File: src/rtl/fair_stream_mux.sv
// Purpose : merges NUM_REQS valid/ready streams into one registered output stream with batch-fair arbitration.
// Latency : one cycle from an input handshake to the beat on out_*; one beat per cycle when out_ready stays high.
// Backpressure: out_ready low with a held beat drops every in_ready; the grant and the batch state are frozen until a transfer fires.
//
// Ports:
//   clk, reset         clock and synchronous active-high reset
//   in_valid/in_ready  per-stream handshake; at most one in_ready bit is set
//   in_data            stream i payload at [i*DATA_WIDTH +: DATA_WIDTH]
//   out_valid/out_ready registered output handshake
//   out_data, out_sel  registered payload and the index of its source stream
module fair_stream_mux #(
    parameter int NUM_REQS   = 4,
    parameter int DATA_WIDTH = 32,
    parameter int SEL_WIDTH  = (NUM_REQS > 1) ? $clog2(NUM_REQS) : 1
) (
    input  logic                           clk,
    input  logic                           reset,
    input  logic [NUM_REQS-1:0]            in_valid,
    input  logic [NUM_REQS*DATA_WIDTH-1:0] in_data,
    output logic [NUM_REQS-1:0]            in_ready,
    output logic                           out_valid,
    output logic [DATA_WIDTH-1:0]          out_data,
    output logic [SEL_WIDTH-1:0]           out_sel,
    input  logic                           out_ready
);

    logic                  stall;
    logic                  can_load;
    logic                  fire;
    logic [NUM_REQS-1:0]   grant_onehot;
    logic [SEL_WIDTH-1:0]  grant_index;
    logic [DATA_WIDTH-1:0] load_data;

    // The output register may drain and reload in the same cycle.
    assign stall    = out_valid & ~out_ready;
    assign can_load = ~stall;

    // Gating with reset keeps the sources from seeing a handshake that the
    // register stage would discard.
    assign in_ready = grant_onehot & {NUM_REQS{can_load & ~reset}};
    assign fire     = |(in_valid & in_ready);

    generate
        if (NUM_REQS == 1) begin : g_single
            // Single stream: ready follows the register stage alone.
            assign grant_onehot = 1'b1;
            assign grant_index  = '0;
            assign load_data    = in_data[DATA_WIDTH-1:0];
        end else begin : g_multi
            logic [NUM_REQS-1:0] pending;
            logic                batch_active;
            logic [NUM_REQS-1:0] masked;
            logic [NUM_REQS-1:0] req;

            // Requesters still owed a grant in this batch. If all of them have
            // dropped valid, fall back to the live in_valid so nobody starves.
            always_comb begin
                masked = pending & in_valid;
                req    = (batch_active && (masked != '0)) ? masked : in_valid;
            end

            // Fixed priority over req: lowest index wins. Scanning from the top
            // down leaves the lowest set bit as the final assignment.
            always_comb begin
                grant_onehot = '0;
                grant_index  = '0;
                for (int i = NUM_REQS - 1; i >= 0; i--) begin
                    if (req[i]) begin
                        grant_onehot    = '0;
                        grant_onehot[i] = 1'b1;
                        grant_index     = SEL_WIDTH'(i);
                    end
                end
            end

            assign load_data = in_data[grant_index*DATA_WIDTH +: DATA_WIDTH];

            // Batch state moves only on an accepted transfer, so a stalled
            // output keeps the same grant presented to the sources.
            always_ff @(posedge clk) begin
                if (reset) begin
                    pending      <= '0;
                    batch_active <= 1'b0;
                end else if (fire) begin
                    pending      <= req & ~grant_onehot;
                    batch_active <= ((req & ~grant_onehot) != '0);
                end
            end
        end
    endgenerate

    always_ff @(posedge clk) begin
        if (reset) begin
            out_valid <= 1'b0;
            out_data  <= '0;
            out_sel   <= '0;
        end else if (fire) begin
            out_valid <= 1'b1;
            out_data  <= load_data;
            out_sel   <= grant_index;
        end else if (out_ready) begin
            out_valid <= 1'b0;
        end
    end

endmodule

File: config.mk
export PLATFORM = sky130hd
export DESIGN_NAME = fair_stream_mux
export DESIGN_NICKNAME = d
export VERILOG_FILES = /design/src/rtl/fair_stream_mux.sv
export SDC_FILE = /design/constraint.sdc
export NUM_CORES = 1
export LEC_CHECK = 0
export BUFFER_PORTS_ARGS = -buffer_cell sky130_fd_sc_hd__buf_4
export CAP_MARGIN = 20
export CORE_MARGIN = 2
export CORE_UTILIZATION = 45
export CTS_CLUSTER_DIAMETER = 120
export CTS_CLUSTER_SIZE = 16
export DETAILED_ROUTE_END_ITERATION = 7
export GPL_TIMING_DRIVEN = 0
export PLACE_DENSITY = 0.9
export SLEW_MARGIN = 40
export SYNTH_ARGS = -nofsm -noshare
export SYNTH_HDL_FRONTEND = slang
export SYNTH_SLANG_ARGS = --single-unit
File: constraint.sdc
create_clock -name clk -period 6.2 [get_ports clk]
set_clock_uncertainty 0.1 [all_clocks]
set_input_delay 0.93 -clock clk [delete_from_list [all_inputs] [get_ports clk]]
set_output_delay 0.93 -clock clk [all_outputs]
set_load 0.03 [all_outputs]
==> key figures, run 1 <==
Critical path
  – Critical path endpoint category: output pin
  – WP data required: 5170 ps
  – FF-to-FF Start: g_multi.batch_active
  – Worst setup path class: input pin to output pin
  – Critical Path Start: in_valid[2]
  – CP arrival: approximately 2500 ps
  – Worst-path maximum fanout: 10
  – Worst setup SP type: input pin

Synthesis
  – Post-Synthesis Cell Area: 3320 µm²
  – Main area contributors after synthesis: dfxtp_1, a2111oi_2, and3_1
  – Gate Count Post-Synth: 422
  – Ys flop type: dfxtp_1
  – Post-synth EDFFs: 0
  – Synthesized area per cell: ~8 µm²
  – Post-synth net total: roughly 560
  – Synth Warn #: 0
  – Leading area contributor after synthesis: dfxtp_1
  – Seq/Total Area, Yosys: 23.5%
  – Synth cell types: 44
  – Post-synth top area share: about a quarter
  – Post-synth top cells: nand2_1, and3_1, nor2_1
  – Top-count cell post-synth: nand2_1
  – Post-synthesis register bit count: 39
  – Synth async-reset ratio: 0%

Clock network
  – CTS buffer count: 5
  – Hold_buf cts: 0
  – H-tree lvl count: 2
  – Clk_lat worst skew: around 290 ps
  – Resized Gates After CTS: 0
  – Clock sink count: 39
  – CTS max path bufs: 2
  – CTS tree: done
  – Post-CTS setup buffer count: 0
  – Root Driver: clkbuf_8
  – Clk slew on worst S/H paths: 80 ps

STA
  – Max Freq: ~280 MHz
  – Worst relative slew slack: between 40% and 50%
  – Setup TNS: 0 ps
  – Crit share post-route: 56.6%
  – Final Hold Viols: 0
  – Slew @ Worst Pin: between 700 and 800 ps
  – RSZ-0062 raised after global routing: false
  – Finish-stage setup viols: 0
  – Pins over their slew limit: 0
  – Fin crit period: approximately 3500 ps

Placement
  – Placed cell areas: about 4700 µm²
  – # port buffers: between 150 and 200
  – Dpl hpwl: roughly 9700 µm
  – Gpl congestion: 0.890

Routing
  – Pre-antenna DRT Iters: 5
  – ANT nets after route: 0
  – Vias per cell: 6.26
  – Drt total wl: around 13000 µm
  – Average routed wire per standard cell: roughly 19 µm
  – Via count: between 4000 and 5000
  – DRC viols: 0
  – Iter 0 DRT Violations: between 200 and 300

Final layout
  – Post-route cell area: between 4000 and 5000 µm²
  – Synth-to-Final Area Change: 44.9%
  – Antenna cell count: 0
  – Share of cells above drive strength 1: between 30% and 40%
  – Nets: roughly 740

Global routing
  – Largest net degree at the start of global routing: 12
  – Antenna violations before repair: 0
  – Grt ovf: 0
  – Number of global-route vias before repair: around 4300
  – First-pass GRT wire length: between 20000 and 25000 µm
  – GRT Util Overall: between 30% and 40%

Status
  – Status: completed

Flow run
  – Max_cap viols: 0

Floorplanning
  – Initial Utilization: 46.2%
  – Io pins: roughly 170
  – Site Rows: 31
  – Die area: between 8000 and 9000 µm²
  – Die height: 89.9 µm
  – Chip Width: around 90 µm
  – Core box area: approximately 7000 µm²

Pwr
  – Leakage: 2.14 nW
  – Total power draw: a little under 1 mW
  – VDD IR max: between 0.09 and 0.1 mV
  – Power Dens Cells: about 200 nW/µm²

Min path
  – Hold path start: out_sel[0]
  – Worst Hold Class: flip-flop to flip-flop
[cell families after synthesis]
kind of cell    after synthesis  share of synthesized area [%]
compound gates              150                           41.5
buf+inv                      44                           6.90
flops                        39                           23.5
mux                           2                          0.604
simple gates                187                           27.4
[registers in the layout, indices dropped and copies added, names as in the netlist]
signal	flops
out_data	32
out_valid	1
g_multi.batch_active	1
g_multi.pending	3
out_sel	2
[critical path, cell delays in order]
cell and delay [ps]:
buf_4 150, a22oi_2 300, a31o_1 250, buf_2 250, buf_2 280, and2_1 160
buf_4 150
[power by group]
group | internal [mW] | total (mW) | switching [mW] | leakage [nW]
Combinational | 0.204 | 0.497 | 0.292 | 1.77
Clock | 0.0793 | 0.179 | 0.0993 | 0.0422
Sequential | 0.288 | 0.312 | 0.0242 | 0.324
[per-stage QoR]
step / setup slack, ps / std cells / hold WS, ps / util (%)
4_1_cts: 2690 / 700 / 427 / 67.0
3_5_place_dp: 2700 / 692 / 408 / 65.8
6_report: 2690 / 700 / 430 / 67.0
3_3_place_gp: 2710 / 692 / 378 / 65.8
5_1_grt: 2580 / 700 / 443 / 67.0
2_1_floorplan: 2470 / 422 / 381 / -
[cell usage in the layout (no fill, tap or decap), drive strengths merged]
cell and count:
nand3b 1, a31oi 2, buf 188, clkinv 1, o211a 1, inv 2
nor2 40, or3 1, nor3 2, a22oi 5, nand2 70, clkbuf 32
nand3 2, nand2b 3, nor2b 3, a21oi 35, mux2i 2, nor4 2
a32o 1, o21ai 4, and2 1, o31a 1, a211oi 31, o21a 2
a31o 1, dfxtp 39, o22ai 2, a21o 1, a2111oi 62, o31ai 1
a22o 1, and3 62
[layout make-up]
class                   instances  area [µm²]
flip-flops and latches         39         781
fillers                       633        2370
repair buffers                171        1280
plain buffers                  42         221
multi-input cells             339        2310
inverters                       2        7.51
well taps                      99         124
clock inverters                 1        5.00
clock buffers                   7        76.3
[worst paths after layout]
path	endpoint	slack [ps]	depth (start not counted)
worst max-delay path	in_ready[0]	2690	7
worst min-delay path	out_sel[0]	430	2
worst max register to register	out_data[1]	3850	7
worst min register to register	out_sel[0]	430	2
[metal layers]
layer / share of wire [%] / vias to the layer above / global-route usage (%)
met2: 50 / 301 / 53.5
met4: 2.6 / 0 / 12.9
li1: - / 1989 / -
met5: 0 / - / 0
met3: 9.3 / 36 / 5.78
met1: 38 / 2058 / 39.1
(Power assumes the default switching activity.)
==> run 2, diff against run 1 <==
Settings changed: CORE_UTILIZATION 45 to 42, PLACE_DENSITY 0.9 to 0.88.
Clock period 6.2 ns to 3.15 ns, I/O delays scaled along.
==> run 2 against run 1 <==
- final cell count grew 0.43%
- worst hold slack lost 110 ps
- sequential share of layout area shrank 0.076 points
- worst setup slack lost 2300 ps
- sequential power grew 97%
- critical path type is now flip-flop to output pin
- largest power group unchanged
- total power grew 100%
==> key figures, run 2 (synthesis results as in run 1) <==
Status
  – Status: completed

Floorplanning
  – Initial Utilization: 43.1% (-3.1 points)
  – Io pins: 174 (unchanged)
  – Die area: 8620 µm² (+6.8%)
  – Chip Width: 92.9 µm (+3.3%)
  – Core box area: 7690 µm² (+7.1%)
  – Site Rows: 32 (+3.2%)
  – Die height: 92.9 µm (+3.3%)

Critical path
  – Worst setup path class: flip-flop to output pin
  – WP data required: 2580 ps (-2590 ps)
  – FF-to-FF Start: g_multi.batch_active
  – CP top delay family: buffers and inverters
  – WP buf/inv: 3 (-1)
  – Worst-path maximum fanout: 10 (unchanged)
  – CP arrival: 2160 ps (-320 ps)
  – Crit path top cell by count: buf_2
  – Cell Chain, Critical Path: a22oi_2 > a31o_1 > buf_2 > buf_2 > nor4_1 > buf_4
  – Critical Path Start: g_multi.pending[2]
  – Critical path endpoint category: output pin
  – Worst setup SP type: flip-flop
  – Crit path largest cell delay: 470 ps (+170 ps)
  – Slowest CP cell: dfxtp_1

Pwr
  – Leakage: 2.15 nW (+0.43%)
  – VDD IR max: 0.232 mV (+140%)
  – Power Dens Cells: 412 nW/µm² (+100%)
  – Total power draw: 1.99 mW (+100%)

Routing
  – Iter 0 DRT Violations: 368 (+33%)
  – ANT nets after route: 0 (unchanged)
  – Via count: 4338 (-1.0%)
  – Pre-antenna DRT Iters: 5 (unchanged)
  – DRC viols: 0 (unchanged)
  – Drt total wl: 13200 µm (-0.97%)
  – Vias per cell: 6.17 (-1.5%)
  – Average routed wire per standard cell: 18.7 µm (-1.4%)

STA
  – Max Freq: between 300 and 400 MHz
  – Slew @ Worst Pin: 840 ps (+42.8 ps)
  – Pins over their slew limit: 0 (unchanged)
  – Setup TNS: 0 ps (unchanged)
  – Final Hold Viols: 0 (unchanged)
  – RSZ-0062 raised after global routing: false
  – Fin crit period: about 2700 ps
  – Finish-stage setup viols: 0 (unchanged)
  – Crit share post-route: 86.7%
  – Hold_ws: 321 ps (-109 ps)
  – Worst relative slew slack: 43.7% (-2.9 points)

Final layout
  – Synth-to-Final Area Change: 45.6%
  – Share of cells above drive strength 1: 39.9% (+0.17 points)
  – Most frequent cells in the layout: buf_4, nand2_1, and3_1, nor2_1, dfxtp_1
  – Commonest non-fill, non-tap cell in the layout: buf_4
  – Antenna cell count: 0 (unchanged)
  – Nets: 735 (unchanged)
  – Largest Register: out_data
  – Post-route cell area: 4830 µm² (+0.47%)
  – Regs by FF count: out_data x32, g_multi.pending x3, out_sel x2
  – Largest register FFs: 32 (unchanged)

Clock network
  – Clk slew on worst S/H paths: 90 ps (about the same)
  – CTS buffer count: 5 (unchanged)
  – Resized Gates After CTS: 0 (unchanged)
  – Hold_buf cts: 0 (unchanged)
  – Clk_lat worst skew: 290 ps (about the same)
  – CTS tree: done
  – Post-CTS setup buffer count: 0 (unchanged)
  – H-tree lvl count: 2 (unchanged)
  – Clock sink count: 39 (unchanged)
  – Root Driver: clkbuf_8
  – CTS max path bufs: 2 (unchanged)

Flow run
  – Max_cap viols: 0 (unchanged)

Placement
  – # port buffers: 171 (unchanged)
  – Dpl hpwl: 9590 µm (-1.3%)
  – Placed cell areas: 4730 µm² (about the same)
  – Gpl congestion: 0.906 (+1.8%)

Global routing
  – First-pass GRT wire length: 20800 µm (-1.5%)
  – Antenna violations before repair: 0 (unchanged)
  – Number of global-route vias before repair: 4335 (-0.32%)
  – GRT Util Overall: 29.7% (-1.7 points)
  – Largest net degree at the start of global routing: 12 (unchanged)
  – Grt ovf: 0 (unchanged)

Min path
  – Worst Hold Class: input pin to flip-flop
  – Hold path start: in_data[48]
[run 2: changes by cell type in the layout (fill, tap and decap cells not counted)]
| cell | before | now |
|---|---|---|
| clkbuf_1 | 25 | 24 |
| clkbuf_8 | 5 | 7 |
| clkinv_2 | 1 | 0 |
[run 2: per-layer routing]
| metal | vias up | GRT usage, % | routed length [µm] |
|---|---|---|---|
| met5 | - | 0 | 0 |
| met4 | 0 | 14.1 | 353 |
| met3 | 37 | 4.31 | 1150 |
| met2 | 293 | 49.8 | 6520 |
| met1 | 2011 | 37.3 | 5140 |
| li1 | 1997 | - | - |
[run 2: worst register-to-register path: cells and delay by family, from the launching register on]
| family | cells | cell delay (ps) |
|---|---|---|
| buf+inv | 2 | 430 |
| compound gates | 3 | 870 |
| flops | 1 | 410 |
| simple gates | 2 | 440 |
[run 2: worst paths after layout]
kind         slack (ps)  cells after the start            to
max                 420                      6   in_ready[1]
min reg2reg         430                      2    out_sel[0]
min                 320                      3  out_data[16]
max reg2reg         800                      7  out_data[22]
[run 2: power by group]
part | internal [mW] | leakage [nW] | total, mW | switching, mW
Sequential | 0.566 | 0.324 | 0.614 | 0.0477
Clock | 0.201 | 0.0515 | 0.403 | 0.202
Combinational | 0.402 | 1.77 | 0.974 | 0.572
Total | 1.17 | 2.15 | 1.99 | 0.822
[run 2: cell type report]
class                      instances  area (µm²)
fill                             702        2860
clock buffer                       8         100
tap                              102         128
buffer                            42         221
inverter                           2        7.51
multi-input combinational        339        2310
sequential                        39         781
timing repair buffer             171        1280
[run 2: per-stage QoR]
stage,utilization [%],instances,setup WS [ps]
after floorplan,-,422,332
after global placement,61.5,695,576
after detailed placement,61.5,695,561
after CTS,62.8,703,441
after global routing,62.8,703,327
final,62.8,703,418
==> run 3, diff against run 2 <==
Settings changed: MAX_ROUTING_LAYER set to met4.
==> run 3 against run 2 <==
- utilization unchanged
- register-to-register slack about the same
- highest routed layer unchanged
- sequential power about the same
- cell area unchanged
- worst hold slack got worse by 4.7 ps
- sequential cell count unchanged
- critical endpoint unchanged
- global-route usage increased by 0.81 points
- non-clock buffer count unchanged
- clock power increased by 1%
- routed wire length increased by 0.63%
- first-iteration DRC count decreased by 7.3%
- worst setup slack got worse by 11 ps
==> key figures, run 3 (synthesis results as in run 1) <==
Status
  – Status: completed

Clock network
  – Clock sink count: 39 (unchanged)
  – Clk_lat worst skew: 290 ps (about the same)
  – Clk slew on worst S/H paths: 90 ps (about the same)
  – CTS tree: done
  – H-tree lvl count: 2 (unchanged)
  – Post-CTS setup buffer count: 0 (unchanged)
  – CTS max path bufs: 2 (unchanged)
  – Hold_buf cts: 0 (unchanged)
  – Root Driver: clkbuf_8
  – Resized Gates After CTS: 0 (unchanged)
  – CTS buffer count: 5 (unchanged)

Final layout
  – Largest Register: out_data
  – Nets: 735 (unchanged)
  – Core Util, Final: 62.8% (unchanged)
  – Synth-to-Final Area Change: 45.6% (unchanged)
  – Antenna cell count: 0 (unchanged)
  – Commonest non-fill, non-tap cell in the layout: buf_4
  – Share of cells above drive strength 1: 39.9% (unchanged)
  – Regs by FF count: out_data x32, g_multi.pending x3, out_sel x2
  – Most frequent cells in the layout: buf_4, nand2_1, and3_1, nor2_1, dfxtp_1
  – Fill cells: 702 (unchanged)
  – Largest register FFs: 32 (unchanged)

Critical path
  – Critical Path Start: g_multi.pending[2]
  – Worst-path maximum fanout: 10 (unchanged)
  – Worst setup path class: flip-flop to output pin
  – Worst setup endpoint: in_ready[1]
  – R2R Setup Slk: 810 ps (about the same)
  – Reg2reg end: out_data[29]
  – CP top delay family: buffers and inverters
  – Cell depth of the worst setup path: 6 (unchanged)
  – FF-to-FF Start: g_multi.batch_active
  – WP buf/inv: 3 (unchanged)
  – Slowest CP cell: dfxtp_1
  – Crit path top cell by count: buf_2
  – CP arrival: 2170 ps (about the same)
  – Worst setup SP type: flip-flop
  – Critical path endpoint category: output pin
  – WP data required: 2580 ps (about the same)
  – Cell Chain, Critical Path: a22oi_2 > a31o_1 > buf_2 > buf_2 > nor4_1 > buf_4
  – R2R cell count: 7 (unchanged)
  – Crit path largest cell delay: 470 ps (about the same)

Global routing
  – Largest net degree at the start of global routing: 12 (unchanged)
  – Grt ovf: 0 (unchanged)
  – First-pass GRT wire length: 20800 µm (about the same)
  – Antenna violations before repair: 0 (unchanged)
  – Number of global-route vias before repair: 4332 (-0.069%)
  – GRT Util Overall: 30.5% (+0.81 points)

STA
  – Pins over their slew limit: 0 (unchanged)
  – Worst relative slew slack: 40.8% (-2.9 points)
  – Finish-stage setup viols: 0 (unchanged)
  – Setup TNS: 0 ps (unchanged)
  – Final Hold Viols: 0 (unchanged)
  – Max Freq: 364 MHz (-0.42%)
  – Slew @ Worst Pin: 883 ps (+42.6 ps)
  – RSZ-0062 raised after global routing: false
  – Fin crit period: 2740 ps (+11.5 ps)
  – Crit share post-route: 87.1% (+0.36 points)

Floorplanning
  – Io pins: 174 (unchanged)
  – Chip Width: 92.9 µm (unchanged)
  – Site Rows: 32 (unchanged)
  – Core box area: 7690 µm² (unchanged)
  – Die height: 92.9 µm (unchanged)
  – Initial Utilization: 43.1% (unchanged)
  – Die area: 8620 µm² (unchanged)

Pwr
  – Power Dens Cells: 414 nW/µm² (+0.35%)
  – VDD IR max: 0.233 mV (+0.43%)
  – Leakage: 2.15 nW (unchanged)

Routing
  – Via count: 4381 (+0.99%)
  – Iter 0 DRT Violations: 341 (-7.3%)
  – ANT nets after route: 0 (unchanged)
  – DRC viols: 0 (unchanged)
  – Average routed wire per standard cell: 18.8 µm (+0.63%)
  – Pre-antenna DRT Iters: 5 (unchanged)
  – Vias per cell: 6.23 (+0.99%)
  – Drt total wl: 13300 µm (+0.63%)

Flow run
  – Max_cap viols: 0 (unchanged)

Min path
  – Worst Hold Class: input pin to flip-flop

Placement
  – Gpl congestion: 0.922 (+1.7%)
  – Dpl hpwl: 9590 µm (unchanged)
  – # port buffers: 171 (unchanged)
run 3: cell counts in the layout (fill, tap and decap cells not counted):
Identical to the previous run, type by type.
run 3: how the worst min path moves through the flow:
stage	depth (start not counted)	endpoint	from
floorplan	2	g_multi.pending[1]	g_multi.pending[1]
global placement	2	out_sel[0]	out_sel[0]
detailed placement	2	out_sel[0]	out_sel[0]
CTS	3	out_data[0]	in_data[32]
global route	3	out_data[1]	in_data[33]
finish	3	out_data[16]	in_data[48]
run 3: area by class of cell:
cell class / instances / area (µm²) / area share [%]
Multi-Input combinational cell: 339 / 2310 / 47.8
Timing Repair Buffer: 171 / 1280 / 26.6
Sequential cell: 39 / 781 / 16.2
Buffer: 42 / 221 / 4.59
Tap cell: 102 / 128 / 2.64
Clock buffer: 8 / 100 / 2.07
Inverter: 2 / 7.51 / 0.155
run 3: worst reg2reg max path: cells and delay by family (launching register included):
family / cells / cell delay, ps
AO/OA/AOI/OAI: 3 / 870
buffers and inverters: 2 / 410
flip-flops: 1 / 410
AND/OR/NAND/NOR: 2 / 430
run 3: metrics by stage:
step	instance area [µm²]	hold slack (ps)	setup WS, ps	power, mW	cells
after floorplan	3320	381	332	1.20	422
after global placement	4730	380	576	1.56	695
after detailed placement	4730	407	561	1.58	695
after CTS	4830	321	441	1.97	703
after global routing	4830	319	327	2.08	703
final	4830	316	406	2.00	703
run 3: power breakdown:
part / leakage, nW / internal (mW) / switching [mW]
clock: 0.0515 / 0.201 / 0.208
sequential: 0.324 / 0.566 / 0.0472
combinational: 1.77 / 0.402 / 0.574
run 3: metal layers:
metal	part of all wire [%]	vias up	track usage, %	wire length (µm)
met5	0	-	-	0
met4	3.1	0	14.1	416
met3	8.1	41	3.82	1070
met2	48	297	49.7	6420
met1	40	2051	37.6	5340
li1	-	1992	-	-
